`src/rtl/booth_r16_pkg.sv`:
```
// Shared types and helpers for the radix-16 Booth sequential multiplier.
package booth_r16_pkg;

  typedef enum logic [1:0] {
    IDLE = 2'd0,
    CALC = 2'd1,
    DONE = 2'd2
  } state_t;

  localparam int WIN_W = 5;
  // Widest product supported; callers size-cast the result down to 2*LENGTH.
  localparam int MAX_W = 128;

  function automatic logic [MAX_W-1:0] sext_shift(input logic signed [MAX_W-1:0] pp,
                                                  input logic [7:0]              k);
    return pp <<< {k, 2'b00};
  endfunction

endpackage

```
`src/rtl/booth_r16_seq_ctrl_if.sv`:
```
// Operand/product handshake bundle; directions named from the controller's side.
interface booth_r16_seq_ctrl_if #(
  parameter int LENGTH = 8
);
  logic                  valid_i;
  logic                  ready_o;
  logic [LENGTH-1:0]     a_i;
  logic [LENGTH-1:0]     b_i;
  logic                  valid_o;
  logic                  ready_i;
  logic [2*LENGTH-1:0]   p_o;
  logic                  busy_o;

  modport master (
    output valid_i, a_i, b_i, ready_i,
    input  ready_o, valid_o, p_o, busy_o
  );

  modport slave (
    input  valid_i, a_i, b_i, ready_i,
    output ready_o, valid_o, p_o, busy_o
  );
endinterface

```
`src/rtl/Booth_Ctrl.sv`:
```
// Radix-16 Booth digit decode of one 5-bit window and partial product a*d, d in -8..+8.
module Booth_Ctrl
  import booth_r16_pkg::*;
#(
  parameter int LENGTH = 8
) (
  input  logic [LENGTH-1:0] a_i,
  input  logic [WIN_W-1:0]  b_i,
  output logic [LENGTH+3:0] bo_o
);

  logic signed [4:0]        d;
  logic signed [LENGTH+3:0] a_ext;
  logic signed [LENGTH+3:0] d_ext;

  // d = -8*b4 + 4*b3 + 2*b2 + b1 + b0: the upper four bits read as a signed nibble.
  assign d     = $signed({b_i[4], b_i[4:1]}) + $signed({4'b0000, b_i[0]});
  assign a_ext = {{4{a_i[LENGTH-1]}}, a_i};
  assign d_ext = {{(LENGTH-1){d[4]}}, d};
  assign bo_o  = a_ext * d_ext;

endmodule

```
`src/rtl/booth_r16_seq_ctrl.sv`:
```
// Sequential radix-16 Booth multiplier: one window per cycle, product after NWIN+1 cycles.
module booth_r16_seq_ctrl
  import booth_r16_pkg::*;
#(
  parameter int LENGTH = 8
) (
  input  logic                 clk_i,
  input  logic                 rst_i,
  booth_r16_seq_ctrl_if.slave  bus
);

  localparam int NWIN = LENGTH / 4;
  localparam int PW   = 2 * LENGTH;
  localparam int KW   = (NWIN > 1) ? $clog2(NWIN) : 1;
  localparam logic [KW-1:0] K_LAST = KW'(NWIN - 1);

  if (LENGTH < 8 || (LENGTH % 4) != 0 || PW > MAX_W) begin : g_bad_length
    $error("booth_r16_seq_ctrl: LENGTH must be a multiple of 4, at least 8");
  end

  state_t              state_q, state_d;
  logic [LENGTH-1:0]   a_q, a_d, b_q, b_d;
  logic [KW-1:0]       k_q, k_d;
  logic [PW-1:0]       acc_q, acc_d, p_q, p_d;
  logic [LENGTH:0]     b_ext;
  logic [WIN_W-1:0]    win;
  logic [LENGTH+3:0]   pp;
  logic [MAX_W-1:0]    pp_w;
  logic                accept;

  // b[-1] = 0 appended below the LSB so window k starts at bit 4k of b_ext.
  assign b_ext = {b_q, 1'b0};
  assign win   = b_ext[{k_q, 2'b00} +: WIN_W];
  assign pp_w  = {{(MAX_W-LENGTH-4){pp[LENGTH+3]}}, pp};

  Booth_Ctrl #(.LENGTH(LENGTH)) u_booth (
    .a_i  (a_q),
    .b_i  (win),
    .bo_o (pp)
  );

  always_comb begin
    state_d     = state_q;
    a_d         = a_q;
    b_d         = b_q;
    k_d         = k_q;
    acc_d       = acc_q;
    p_d         = p_q;
    accept      = 1'b0;
    bus.ready_o = 1'b0;
    bus.valid_o = 1'b0;
    bus.busy_o  = 1'b0;
    case (state_q)
      IDLE: begin
        bus.ready_o = 1'b1;
        accept      = bus.valid_i;
      end
      CALC: begin
        bus.busy_o = 1'b1;
        acc_d      = acc_q + PW'(sext_shift(pp_w, 8'(k_q)));
        k_d        = k_q + KW'(1);
        if (k_q == K_LAST) begin
          state_d = DONE;
          p_d     = acc_d;
          k_d     = '0;
        end
      end
      DONE: begin
        // Accepting a new pair in the same cycle the product leaves avoids an IDLE bubble.
        bus.valid_o = 1'b1;
        bus.ready_o = bus.ready_i;
        if (bus.ready_i) begin
          accept = bus.valid_i;
          if (!bus.valid_i) state_d = IDLE;
        end
      end
      default: state_d = IDLE;
    endcase
    if (accept) begin
      a_d     = bus.a_i;
      b_d     = bus.b_i;
      acc_d   = '0;
      k_d     = '0;
      state_d = CALC;
    end
  end

  always_ff @(posedge clk_i or posedge rst_i) begin
    if (rst_i) begin
      state_q <= IDLE;
      a_q     <= '0;
      b_q     <= '0;
      k_q     <= '0;
      acc_q   <= '0;
      p_q     <= '0;
    end else begin
      state_q <= state_d;
      a_q     <= a_d;
      b_q     <= b_d;
      k_q     <= k_d;
      acc_q   <= acc_d;
      p_q     <= p_d;
    end
  end

  assign bus.p_o = p_q;

endmodule

```
`src/flat_wrapper.sv`:
```
// flat-port wrapper written by rule: the top's interface ports become plain ports
module booth_r16_seq_ctrl_flat import booth_r16_pkg::*;
#(
  parameter int LENGTH = 8
)
  (clk_i, rst_i, bus_valid_i, bus_a_i, bus_b_i, bus_ready_i, bus_ready_o, bus_valid_o, bus_p_o, bus_busy_o);
  booth_r16_seq_ctrl_if #(.LENGTH(LENGTH)) bus_i ();
  input  logic clk_i;
  input  logic rst_i;
  input wire logic [$bits(bus_i.valid_i)-1:0] bus_valid_i;
  input wire logic [$bits(bus_i.a_i)-1:0] bus_a_i;
  input wire logic [$bits(bus_i.b_i)-1:0] bus_b_i;
  input wire logic [$bits(bus_i.ready_i)-1:0] bus_ready_i;
  output wire logic [$bits(bus_i.ready_o)-1:0] bus_ready_o;
  output wire logic [$bits(bus_i.valid_o)-1:0] bus_valid_o;
  output wire logic [$bits(bus_i.p_o)-1:0] bus_p_o;
  output wire logic [$bits(bus_i.busy_o)-1:0] bus_busy_o;
  assign bus_i.valid_i = bus_valid_i;
  assign bus_i.a_i = bus_a_i;
  assign bus_i.b_i = bus_b_i;
  assign bus_i.ready_i = bus_ready_i;
  assign bus_ready_o = bus_i.ready_o;
  assign bus_valid_o = bus_i.valid_o;
  assign bus_p_o = bus_i.p_o;
  assign bus_busy_o = bus_i.busy_o;
  booth_r16_seq_ctrl #(.LENGTH(LENGTH)) u_core (.clk_i(clk_i), .rst_i(rst_i), .bus(bus_i));
endmodule
```
`config.mk`:
```
export PLATFORM = sky130hd
export DESIGN_NAME = booth_r16_seq_ctrl_flat
export DESIGN_NICKNAME = d
export VERILOG_FILES = /design/src/rtl/booth_r16_pkg.sv /design/src/rtl/booth_r16_seq_ctrl_if.sv /design/src/rtl/Booth_Ctrl.sv /design/src/rtl/booth_r16_seq_ctrl.sv /design/src/flat_wrapper.sv
export SDC_FILE = /design/constraint.sdc
export NUM_CORES = 1
export LEC_CHECK = 0
export CAP_MARGIN = 40
export CORE_UTILIZATION = 40
export CTS_BUF_LIST = sky130_fd_sc_hd__clkbuf_8
export DETAILED_ROUTE_END_ITERATION = 16
export DONT_BUFFER_PORTS = 1
export PLACE_DENSITY_LB_ADDON = 0.15
export RECOVER_POWER = 25
export SLEW_MARGIN = 5
export SYNTH_ARGS = -nofsm -noshare
export SYNTH_HDL_FRONTEND = slang
export SYNTH_SLANG_ARGS = --single-unit
export TNS_END_PERCENT = 50
```
`constraint.sdc`:
```
create_clock -name clk_i -period 19.7 [get_ports clk_i]
set_input_delay 5.91 -clock clk_i [delete_from_list [all_inputs] [get_ports clk_i]]
set_output_delay 5.91 -clock clk_i [all_outputs]
set_load 0.03 [all_outputs]
```
==> flow_metrics.tcl <==
set metrics [dict create \
    status "finished with violations" \
    violations "max-capacitance violations, max-slew violations" \
    endpoint "bus_ready_o" \
    ant_nets 0 \
    worst_slew_pin_slew_ps 2810 \
    drive_gt1_frac 0.0523 \
    rsz0062_at_grt "false" \
    antenna_cells 0 \
    start_util 0.412 \
    netlist_area_um2 4260 \
    ys_types 47 \
    slew_violations 52 \
    grtUsageTotal 0.168 \
    syn_to_final_growth_pct 5.38 \
    hold_path_class "flop to flop" \
    netlist_instances 480 \
    root_buffer "clkbuf_8" \
    clock-sinks 51 \
    ys_ff_latch 51 \
    fin_crit_sh 0.632 \
    synth_area_leaders "dfrtp_1 (30%), fa_1 (12%), ha_1 (11%)" \
    die_area_um2 11100 \
    cts.htree.levels 2 \
    skew_ps 7.03 \
    routed_via_density 4.91 \
    drt_iter0_drc 82 \
    fp.dieW_um 105 \
    yosys.area.top_type "dfrtp_1" \
    fin_nets 560 \
    grt_remaining_overflow 0 \
    final_common_cell "nand2_1" \
    async_flop_share 1.00 \
    crit_arrival_ps 6530 \
    ys.flop_type "dfrtp_1" \
    syn_avg_cell_area_um2 8.87 \
    crit_required_ps 13790 \
    fill_cells 1019 \
    routedWlPerCell_um 13.7 \
    crit_slowest_cell "a21oi_1" \
    timing.rr.end "u_core.bus.p_o[15]" \
    fin_tns_setup_ps 0 \
    gp_congestion 0.786 \
    fp-row-count 37 \
    cts_tree "done" \
    clkTransAtPathRegs_ps 100 \
    vias 3016 \
    ctsResizeCount 0 \
    synth.top_cell.area_share 0.300 \
    synth_nets 563 \
    crit_chain "inv_1 -> a21oi_1" \
    synth_enable_flop_cells 0 \
    hpwl_um 6430 \
    cts_setup_buffers 0 \
    die_h_um 105 \
    numCtsBuffers 5 \
    core_um2 10300 \
    grt_max_degree 52 \
    clock_latency_ps 320 \
    max-cap-violations 1 \
    period_minus_slack_ps 12440 \
    reg2reg_depth 25 \
    seq_area_frac_synth 0.300 \
    end_kind "output port" \
    reg2reg_from "u_core.k_q" \
    grt_pass1_vias 3113 \
    holdBufCountCts 0 \
    critPathBufInv 1 \
    crit_family "compound AO/OA/AOI/OAI gates" \
    antenna_found_initial 0 \
    drc 0 \
    finalSetupViolCount 0 \
    relSlewSlack -0.876 \
    r2r_setup_slack_ps 11610 \
    ys.warnings.count 0 \
    clockBufferDepth 2 \
    layout_common_cells "nand2_1 (89), inv_1 (52), dfrtp_1 (51), o21ai_0 (39), ha_1 (38)" \
    dr.pass1.iters 4 \
    finalHoldViolCount 0 \
    worst-path-max-fanout 3 \
    grt_pass1_wl_um 14900 \
    port_buffers 0 \
    cp.depth 2 \
    worst_setup_path_start_kind "input pin" \
    critical-path-max-stage-delay_ps 590 \
    startpoint "bus_ready_i" \
    boundaryPins 39 \
    critPathKind "input pin to output port" \
    fmax_mhz 80.4 \
    wirelength_um 8390 \
]
[kinds of logic (layout without fill, tap and decap cells)]
family,count (synthesis),in the layout,share of synthesized area
adder cells (fa/ha/maj),63,63,0.229
multiplexers,11,11,0.0285
XOR/XNOR,30,30,0.0717
AND/OR/NAND/NOR,179,179,0.196
AO/OA/AOI/OAI,79,79,0.113
flip-flops,51,51,0.300
buffers and inverters,67,65,0.0612
[area by class of cell]
type | count | area, um^2 | share of cell area
clock buffers | 5 | 68.8 | 0.0153
inverters | 52 | 195 | 0.0435
well taps | 136 | 170 | 0.0379
clock inverters | 3 | 23.8 | 0.00530
repair buffers | 5 | 37.5 | 0.00837
flip-flops and latches | 51 | 1280 | 0.285
multi-input cells | 362 | 2710 | 0.605
[metrics by stage]
stage	instance area, um^2	setup WS (ps)	hold slack [ps]	instances	utilization
final	4480	7260	485	614	0.434
after floorplan	4260	7290	440	480	-
after global placement	4390	7270	454	605	0.425
after global routing	4480	7230	513	614	0.434
after CTS	4500	7260	490	614	0.436
after detailed placement	4410	7250	463	606	0.427
[cell usage after synthesis, drive strengths merged (2+ instances only)]
cell type,number
o21ai,39
a21boi,2
xnor2,17
nor3b,2
o2111ai,2
inv,52
buf,2
nor2b,6
and2,31
xor2,11
dfrtp,51
nor3,3
a31oi,2
nand2b,7
nand3,19
xnor3,2
a21o,4
o21bai,2
a211o,2
a21oi,19
ha,38
nor2,16
fa,25
nand2,90
clkbuf,13
mux2i,5
mux2,6
[worst min-delay path by stage]
| stage | startpoint | end | slack (ps) | cells after the start |
|---|---|---|---|---|
| after floorplan | u_core.b_q[4] | u_core.b_q[4] | 440 | 2 |
| after global placement | u_core.b_q[4] | u_core.b_q[4] | 450 | 2 |
| after detailed placement | u_core.b_q[0] | u_core.b_q[0] | 460 | 2 |
| after CTS | u_core.b_q[0] | u_core.b_q[0] | 490 | 2 |
| after global routing | u_core.b_q[1] | u_core.b_q[1] | 510 | 2 |
| final | u_core.b_q[0] | u_core.b_q[0] | 490 | 2 |
[layer usage]
metal  part of all wire  GRT usage  vias up  wire length, um
met2               0.46      0.277       52             3870
met1               0.49      0.231     1405             4140
met4             0.0068     0.0342        0               57
li1                   -          -     1554                -
met5                  0          0        -                0
met3              0.039     0.0299        5              325
[flip-flops by register name (all words and copies together) (netlist names)]
signal and count:
u_core.a_q 8, u_core.acc_q 16, u_core.bus.p_o 16, u_core.b_q 8, u_core.state_q 2, u_core.k_q 1
[worst min-delay path, stage by stage (launching register included)]
cell and delay [ps]:
dfrtp_1 350, nand2_1 50, nand2_1 50
Power is not shown: default switching activity piles up to over one toggle a cycle in this logic, so the estimate is an artifact.
